### config.mk
export PLATFORM = sky130hd
export DESIGN_NAME = aurora_tx_init_ctrl
export DESIGN_NICKNAME = d
export VERILOG_FILES = /design/src/rtl/aurora_tx_init_ctrl.sv
export SDC_FILE = /design/constraint.sdc
export NUM_CORES = 1
export LEC_CHECK = 0
export CORE_MARGIN = 3
export CORE_UTILIZATION = 50
export DETAILED_ROUTE_END_ITERATION = 6
export GPL_TIMING_DRIVEN = 1
export PLACE_DENSITY = 0.74
export SKIP_CTS_REPAIR_TIMING = 1
export SYNTH_ARGS = -nofsm -noshare
export SYNTH_HDL_FRONTEND = slang
export SYNTH_SLANG_ARGS = --single-unit
### constraint.sdc
create_clock -name clk -period 4.98 [get_ports clk]
set_input_delay 0.996 -clock clk [delete_from_list [all_inputs] [get_ports clk]]
set_output_delay 0.996 -clock clk [all_outputs]
set_load 0.05 [all_outputs]
### src/rtl/aurora_tx_init_ctrl.sv
// aurora_tx_init_ctrl: simplex-TX channel init sequencer and per-cycle block scheduler
// (IDLE/CB/CC/DATA) for the Aurora 64b/66b transmitter.
module aurora_tx_init_ctrl #(
    parameter int MAX_LINKS    = 2,
    parameter int RESET_CYCLES = 16,
    parameter int CB_PERIOD    = 16,
    parameter int CC_PERIOD    = 5000,
    parameter int CC_LEN       = 8,
    parameter int WATCHDOG     = 65535
) (
    input  logic                 clk,
    input  logic                 rst_n,
    input  logic                 single_lane,
    input  logic [MAX_LINKS-1:0] lane_select,
    input  logic                 simplex_aligned,
    input  logic                 simplex_bonded,
    input  logic                 simplex_verified,
    input  logic                 simplex_reset,
    input  logic                 axi_valid,
    output logic                 axi_ready,
    output logic [MAX_LINKS-1:0] lane_en,
    output logic [1:0]           blk_sel,
    output logic                 channel_up,
    output logic [2:0]           init_state
);
    localparam logic [2:0] ST_RST    = 3'd0;
    localparam logic [2:0] ST_ALIGN  = 3'd1;
    localparam logic [2:0] ST_BOND   = 3'd2;
    localparam logic [2:0] ST_VERIFY = 3'd3;
    localparam logic [2:0] ST_READY  = 3'd4;
    localparam int RW = $clog2(RESET_CYCLES + 1);
    localparam int BW = $clog2(CB_PERIOD + 1);
    localparam int TW = $clog2(CC_PERIOD + 1);
    localparam int LW = $clog2(CC_LEN + 1);
    localparam int WW = $clog2(WATCHDOG + 1);

    logic [2:0]           state_q, state_d;
    logic [RW-1:0]        rst_cnt_q, rst_cnt_d;
    logic [BW-1:0]        cb_cnt_q, cb_cnt_d;
    logic [TW-1:0]        cc_timer_q, cc_timer_d;
    logic [LW-1:0]        cc_cnt_q, cc_cnt_d;
    logic [WW-1:0]        wd_q, wd_d;
    logic                 single_q, single_d;
    logic [MAX_LINKS-1:0] lane_en_q, lane_en_d;
    logic [MAX_LINKS-1:0] low_bit;
    logic                 cc_active, in_init, wd_expired, rst_done, cc_wrap, to_rst, latch, leave_ready;

    assign cc_active  = cc_cnt_q != '0;
    assign in_init    = state_q == ST_ALIGN || state_q == ST_BOND || state_q == ST_VERIFY;
    assign wd_expired = in_init && wd_q == WW'(WATCHDOG - 1);
    assign rst_done   = state_q == ST_RST && rst_cnt_q == RW'(RESET_CYCLES - 1);
    assign cc_wrap    = state_q != ST_RST && cc_timer_q == TW'(CC_PERIOD - 1);
    assign low_bit    = lane_select == '0 ? MAX_LINKS'(1) : lane_select & (~lane_select + MAX_LINKS'(1));

    always_ff @(posedge clk or negedge rst_n) begin
        if (!rst_n) begin
            state_q    <= ST_RST;
            rst_cnt_q  <= '0;
            cb_cnt_q   <= '0;
            cc_timer_q <= '0;
            cc_cnt_q   <= '0;
            wd_q       <= '0;
            single_q   <= 1'b0;
            lane_en_q  <= '0;
        end else begin
            state_q    <= state_d;
            rst_cnt_q  <= rst_cnt_d;
            cb_cnt_q   <= cb_cnt_d;
            cc_timer_q <= cc_timer_d;
            cc_cnt_q   <= cc_cnt_d;
            wd_q       <= wd_d;
            single_q   <= single_d;
            lane_en_q  <= lane_en_d;
        end
    end

    // Partner reset beats the watchdog, which beats every normal transition.
    always_comb begin
        state_d = state_q;
        if (simplex_reset || wd_expired)
            state_d = ST_RST;
        else
            case (state_q)
                ST_RST:    state_d = rst_done ? ST_ALIGN : ST_RST;
                ST_ALIGN:  state_d = !simplex_aligned ? ST_ALIGN : single_q ? ST_VERIFY : ST_BOND;
                ST_BOND:   state_d = simplex_bonded ? ST_VERIFY : ST_BOND;
                ST_VERIFY: state_d = simplex_verified ? ST_READY : ST_VERIFY;
                ST_READY:  state_d = simplex_aligned ? ST_READY : ST_RST;
                default:   state_d = ST_RST;
            endcase
        to_rst     = state_d == ST_RST;
        latch      = state_q == ST_RST && state_d == ST_ALIGN;
        rst_cnt_d  = (state_q == ST_RST && to_rst && !simplex_reset) ? rst_cnt_q + RW'(1) : '0;
        cb_cnt_d   = (state_q == ST_BOND && state_d == ST_BOND) ?
                     (cb_cnt_q == BW'(CB_PERIOD - 1) ? '0 : cb_cnt_q + BW'(1)) : '0;
        cc_timer_d = (to_rst || state_q == ST_RST || cc_wrap) ? '0 : cc_timer_q + TW'(1);
        cc_cnt_d   = to_rst ? '0 : cc_wrap ? LW'(CC_LEN) : cc_active ? cc_cnt_q - LW'(1) : '0;
        wd_d       = (in_init && (state_d == ST_ALIGN || state_d == ST_BOND || state_d == ST_VERIFY)) ?
                     wd_q + WW'(1) : '0;
        single_d   = latch ? single_lane : single_q;
        lane_en_d  = to_rst ? '0 : latch ? (single_lane ? low_bit : '1) : lane_en_q;
    end

    // A beat is refused in the cycle READY is left so no data straddles the drop.
    always_comb begin
        leave_ready = state_q == ST_READY && (simplex_reset || !simplex_aligned);
        axi_ready   = state_q == ST_READY && !cc_active && !leave_ready;
        blk_sel     = cc_active ? 2'b10 :
                      (state_q == ST_BOND && cb_cnt_q == '0) ? 2'b01 :
                      (axi_valid && axi_ready) ? 2'b11 : 2'b00;
        channel_up  = state_q == ST_READY;
        init_state  = state_q;
        lane_en     = lane_en_q;
    end
endmodule
==> impl_results.md, run 1 <==
- Die Y: a little under 80 um
- GP Congestion: 0.7569
- Clock Sinks: 49
- Hold Path Class: register to register
- Asr flop ratio synth: 1.000
- Setup TNS: 0 ns
- DP Wirelength: 3.234 mm
- Hold Violations, Final: 0
- Mux contribution to synthesized area: 0.008260
- Wirelength per Cell: 13.59 um
- Buffers on Ports: 18
- WP data required: 3.98 ns
- Post-synthesis cell area: 2575 um2
- CP Data Arrival Time: around 2.9 ns
- Max_slew headroom: 0.2815
- Initial antenna violation count: 0
- Complex-gate fraction of the synthesized area: 0.07191
- Critical path endpoint category: output port
- P&R area growth vs syn: 13.31%
- CP max-delay cell: clkdlybuf4s50_1
- Max cap viols: 0
- Core area: a little under 5000 um2
- Site Rows: 25
- Post-Synth XOR/XNOR Area: 0.09524
- Adder-cell share of the synthesized area: 0.04373
- Die area: 6047 um2
- Num ports: 19
- Worst-path clk slew: 0.08 ns
- CP cell instances: clkdlybuf4s50_1, nand4bb_1, nor2_1, nand2_1, a21oi_1, clkdlybuf4s50_1
- Hold Slack: 0.4624 ns
- Fillers: between 400 and 500
- Seq/Total Area, Yosys: 0.4762
- Most frequent cells in the layout: 49 x dfrtp_1, 28 x nor2_1, 21 x xnor2_1
- Leakage: 1.135 nW
- Max Buffers Root-to-Sink: 2
- Ys Warns: 0
- Crit path largest cell delay: ~0.81 ns
- Via density per instance: approximately 5.4
- GRT Total Usage: 0.1742
- Final #Nets: 301
- CTS buffer count: 5
- Largest family of logic cells by synthesized area: simple AND/OR/NAND/NOR gates
- Unique masters post-synth: 48
- First-pass GRT wire length: 8.611 mm
- Drt initial violations: 71
- CTS tree: yes
- Most common cell after layout, fill and taps aside: dfrtp_1
- Starting Density: 0.5311
- CP Launch Type: primary input
- Pre-antenna DRT Iters: 4
- Synth Area in Simple Gates: 0.2702
- Grt ovf: 0
- Post-synth EDFFs: 0
- Die W: 77.77 um
- CP Buf/Inv Count: 2
- Outcome: completed
- Power per cell area: 246.9 nW/um2
- Worst skew pair latency: 0.30 ns
- Syn nets: 284
- FF+latch count, synth: 49
- Fin. max-slew vios: 0
- Fmax: 257.8 MHz
- Largest net degree at the start of global routing: 50
- Top cell family by delay on the critical path: buffers and inverters
- CTS Root Cell: clkbuf_8
- # setup viols final: 0
- Crit-path most repeated cell: clkdlybuf4s50_1
- Setup Skew: 0.008676 ns
- Crit Path Class: primary input to output port
- DRC: 0
- Mean Syn Cell Area: 9.717 um2
- # H-tree levels: 2
- CP Max Fanout: 4
- Share of cells above drive strength 1: 0.07067
- Minimum clock period: 3.879 ns
- Slew @ Worst Pin: 1.078 ns
- Number of global-route vias before repair: 1946
- Diode count: 0
- Ys flop type: dfrtp_1
- Vias: 1906
- Synthesized instance count: 265
- RSZ-0062 raised after global routing: false
- Antenna-violating nets left: 0
- Tcrit/Tclk final: 0.7790
- Drt total wl: around 4.8 mm
- Max VDD drop: 0.1564 mV
-- power by group --
| group | switching (mW) | total [mW] | internal, mW | leakage, nW |
|---|---|---|---|---|
| registers | 0.00147 | 0.401 | 0.400 | 0.681 |
| clock network | 0.131 | 0.294 | 0.163 | 0.0574 |
| logic | 0.0155 | 0.0245 | 0.00905 | 0.396 |
| total | 0.148 | 0.720 | 0.572 | 1.13 |
-- worst paths after layout --
| path | to | start | depth (start not counted) | slack, ns |
|---|---|---|---|---|
| max in group asynchronous | cc_cnt_q[1]$_DFF_PN0_ | rst_n | 1 | 3.42 |
| min | cc_cnt_q[0]$_DFF_PN0_ | cc_cnt_q[0]$_DFF_PN0_ | 1 | 0.46 |
| max | blk_sel[0] | simplex_aligned | 6 | 1.10 |
| max reg2reg | cc_timer_q[6]$_DFF_PN0_ | wd_q[2]$_DFF_PN0_ | 4 | 2.62 |
| min in group asynchronous | lane_en[0]$_DFFE_PN0P_ | rst_n | 1 | 0.89 |
| min reg2reg | cc_cnt_q[0]$_DFF_PN0_ | cc_cnt_q[0]$_DFF_PN0_ | 1 | 0.46 |
-- Yosys cell counts, drive strengths merged (4+ instances only) --
library cell  count  area, um2
nand3            16      80.08
xor2              7      61.31
o21ai             5      25.02
clkbuf            5      18.77
dfrtp            49       1226
nor4             14      87.58
o211ai            4      35.03
nor3             21      110.1
xnor2            21      183.9
nand2            12      45.04
and3              7      43.79
a21oi             7      35.03
nand4             6      43.79
inv              14      52.55
ha                9      112.6
nor2             28      105.1
-- layout make-up --
class                   count  area, um2  area share
clock inverters             2      37.54     0.01286
repair buffers             18      175.2     0.06003
well taps                  67      83.83     0.02873
multi-input cells         194       1260      0.4318
flip-flops and latches     49       1226      0.4202
inverters                  14      52.55     0.01801
clock buffers               6      82.58     0.02830
-- flip-flops by register name (all words and copies together), names as in the netlist --
| signal | cells |
|---|---|
| wd_q | 16 |
| rst_cnt_q | 5 |
| lane_en | 2 |
| single_q | 1 |
| cc_cnt_q | 4 |
| cb_cnt_q | 5 |
| init_state | 3 |
| cc_timer_q | 13 |
-- metal layers --
metal	GRT usage	up-vias	part of all wire
li1	-	969	-
met1	0.2296	906	0.49
met2	0.2868	26	0.46
met3	0.03016	5	0.035
met4	0.06406	0	0.012
met5	0	-	0
-- per-stage QoR --
step           cells  utilization  total power, mW  worst slack, ns  instance area, um2
4_1_cts          350       0.6018           0.7308            1.099                2918
5_1_grt          350       0.6018           0.7509           0.9974                2918
2_1_floorplan    265            -           0.4172            1.705                2575
6_report         350       0.6018           0.7203            1.101                2918
3_5_place_dp     342       0.5770           0.4343            1.103                2798
3_3_place_gp     342       0.5770           0.4343            1.121                2798
-- cell families (layout without fill, tap and decap cells) --
family,Yosys count,in the layout
AO/OA/AOI/OAI,27,27
flip-flops,49,49
AND/OR/NAND/NOR,128,128
multiplexers,2,2
adder cells (fa/ha/maj),9,9
buffers and inverters,22,40
XOR/XNOR,28,28
No activity file was read; power rests on OpenSTA's default activity.
==> run 2: changes to the inputs <==
clock period = 3.6 ns   (was 4.98 ns; I/O delays follow)
==> impl_results.md, run 2 (synthesis results as in run 1) <==
- Outcome: completed (unchanged)
- Via density per instance: 5.510 (was 5.446)
- Num ports: 19 (unchanged)
- Most common cell after layout, fill and taps aside: dfrtp_1 (unchanged)
- Largest net degree at the start of global routing: 50 (unchanged)
- Wirelength per Cell: 14.01 um (was 13.59 um)
- Most frequent cells in the layout: 49 x dfrtp_1, 28 x nor2_1, 21 x xnor2_1 (unchanged)
- Slew @ Worst Pin: 1.071 ns (was 1.078 ns)
- DRC: 0 (unchanged)
- Antenna-violating nets left: 0 (unchanged)
- Max VDD drop: 0.1786 mV (was 0.1564 mV)
- Max_slew headroom: 0.2862 (was 0.2815)
- Hold Path Class: register to register (unchanged)
- Setup TNS: 0 ns (unchanged)
- Die W: 77.77 um (unchanged)
- Hold path depth: 1 (unchanged)
- Post-Route Utilization: 0.5985 (was 0.6018)
- Drt initial violations: 73 (was 71)
- Fin. max-slew vios: 0 (unchanged)
- Tcrit/Tclk final: 0.9000
- Biggest register: wd_q (unchanged)
- DP Wirelength: 3.300 mm (was 3.234 mm)
- Starting Density: 0.5311 (unchanged)
- Design Area, Final: 2902 um2 (was 2918 um2)
- Sequential fraction of design power: 0.590 (was 0.557)
- Biggest regs: wd_q (16), cc_timer_q (13) (unchanged)
- Met1 Use GR: 0.2297 (was 0.2296)
- Share of cells above drive strength 1: 0.08099 (was 0.07067)
- Core area: 4848 um2 (unchanged)
- CTS buffer count: 5 (unchanged)
- Max cap viols: 0 (unchanged)
- Power per cell area: 324.3 nW/um2 (was 246.9 nW/um2)
- Post-place setup slack: 0.3816 ns (was 1.103 ns)
- Drt total wl: 4.917 mm (was 4.757 mm)
- Die Y: 77.77 um (unchanged)
- CP Launch Type: primary input (unchanged)
- Clock Sinks: 49 (unchanged)
- Critical path endpoint category: output port (unchanged)
- Worst-case reg-to-reg path depth: 4 (unchanged)
- # H-tree levels: 2 (unchanged)
- Beginning of the worst hold path: rst_cnt_q[0]$_DFF_PN0_ (was cc_cnt_q[0]$_DFF_PN0_)
- M3 GR Usage: 0.04292 (was 0.03016)
- CP Max Fanout: 4 (unchanged)
- Switch share: 0.2132 (was 0.2055)
- Site Rows: 25 (unchanged)
- Diode count: 0 (unchanged)
- Pre-antenna DRT Iters: 4 (unchanged)
- Fillers: 423 (was 427)
- # setup viols final: 0 (unchanged)
- Die area: 6047 um2 (unchanged)
- Vias: 1934 (was 1906)
- Most Crowded Layer GR: met2 (unchanged)
- Combinational fraction of design power: 0.037 (was 0.034)
- Grt ovf: 0 (unchanged)
- Max Buffers Root-to-Sink: 2 (unchanged)
- GP Congestion: 0.7885 (was 0.7569)
- RSZ-0062 raised after global routing: false (unchanged)
- Placed Area: 2800 um2 (was 2798 um2)
- Psw: 0.2006 mW (was 0.1480 mW)
- First-pass GRT wire length: 8.514 mm (was 8.611 mm)
- Leakage: 1.141 nW (was 1.135 nW)
- FF-to-FF End: cc_timer_q[2]$_DFF_PN0_ (was cc_timer_q[6]$_DFF_PN0_)
- Cell internal pwr: 0.7403 mW (was 0.5723 mW)
- Initial antenna violation count: 0 (unchanged)
- Flop2flop setup slack: 1.19 ns (was 2.62 ns)
- Number of global-route vias before repair: 1884 (was 1946)
- CTS tree: yes (unchanged)
- Power share of the clock group: 0.373 (was 0.409)
- Minimum clock period: 3.240 ns
- CP Data Arrival Time: 2.52 ns (was 2.88 ns)
- Crit Path Class: primary input to output port (unchanged)
- Fmax: 308.7 MHz
- Hold Violations, Final: 0 (unchanged)
- Setup Skew: 0.008843 ns (was 0.008676 ns)
- Start of the worst register-to-register path: wd_q[2]$_DFF_PN0_ (unchanged)
- Final worst slack: 0.3602 ns (was 1.101 ns)
- Buffers on Ports: 18 (unchanged)
- WHS Endpoint: rst_cnt_q[0]$_DFF_PN0_ (was cc_cnt_q[0]$_DFF_PN0_)
- WP data required: 2.88 ns (was 3.98 ns)
- Final #Nets: 302 (was 301)
- P&R area growth vs syn: 12.68% (was 13.31%)
- GRT Total Usage: 0.1743 (was 0.1742)
- Met2 GRT Util: 0.2748 (was 0.2868)
- Worst-path clk slew: 0.08 ns (about the same)
- Worst skew pair latency: 0.30 ns (about the same)
- CTS Root Cell: clkbuf_8 (unchanged)
- Largest register FFs: 16 (unchanged)
run 2: cell types whose count changed in the layout (fill, tap and decap cells not counted), sizes merged:
| cell | delta |
|---|---|
| buf | +3 |
| bufinv | -1 |
| clkbuf | +1 |
| clkdlybuf4s50 | -2 |
| clkinvlp | -1 |
| clkinv | +1 |
run 2: through the flow:
| step | total power [mW] | instances | hold slack [ns] |
|---|---|---|---|
| finish | 0.9409 | 351 | 0.4787 |
| global placement | 0.6015 | 343 | 0.4543 |
| detailed placement | 0.6021 | 343 | 0.4607 |
| CTS | 0.9542 | 351 | 0.4726 |
| floorplan | 0.5772 | 265 | 0.4244 |
| global route | 0.9783 | 351 | 0.5002 |
run 2: routing by layer:
metal,vias up,wire [um],part of all wire
met5,-,0,0
met4,0,66,0.013
met3,6,184,0.037
met2,28,2189,0.45
met1,933,2476,0.50
li1,967,-,-
run 2: critical path: stages:
cell             delay (ns)
clkdlybuf4s50_1        0.54
nand4bb_1              0.20
nor3_1                 0.22
clkdlybuf4s50_1        0.84
run 2: final cells by class:
type	instances	area (um2)	share of cell area
clock buffer	7	96.34	0.03320
clock inverter	1	5.005	0.001725
inverter	14	52.55	0.01811
multi-input combinational	194	1260	0.4342
sequential	49	1226	0.4226
tap	67	83.83	0.02889
timing repair buffer	19	177.7	0.06123
run 2: how the worst max path moves through the flow:
stage / from / to / slack, ns / cells past startpoint
3_3_place_gp: simplex_aligned / axi_ready / 0.41 / 4
5_1_grt: simplex_aligned / axi_ready / 0.26 / 4
2_1_floorplan: init_state[2]$_DFF_PN0_ / channel_up / 0.76 / 2
6_report: simplex_aligned / axi_ready / 0.36 / 4
4_1_cts: simplex_aligned / axi_ready / 0.36 / 4
3_5_place_dp: simplex_aligned / axi_ready / 0.38 / 4
run 2: power groups by stage:
| stage | logic (mW) | registers, mW | clock network [mW] |
|---|---|---|---|
| final | 0.0350 | 0.555 | 0.351 |
| after global routing | 0.0398 | 0.556 | 0.383 |
| after CTS | 0.0360 | 0.555 | 0.363 |
| after detailed placement | 0.0358 | 0.566 | 0 |
| after global placement | 0.0354 | 0.566 | 0 |
| after floorplan | 0.0112 | 0.566 | 0 |
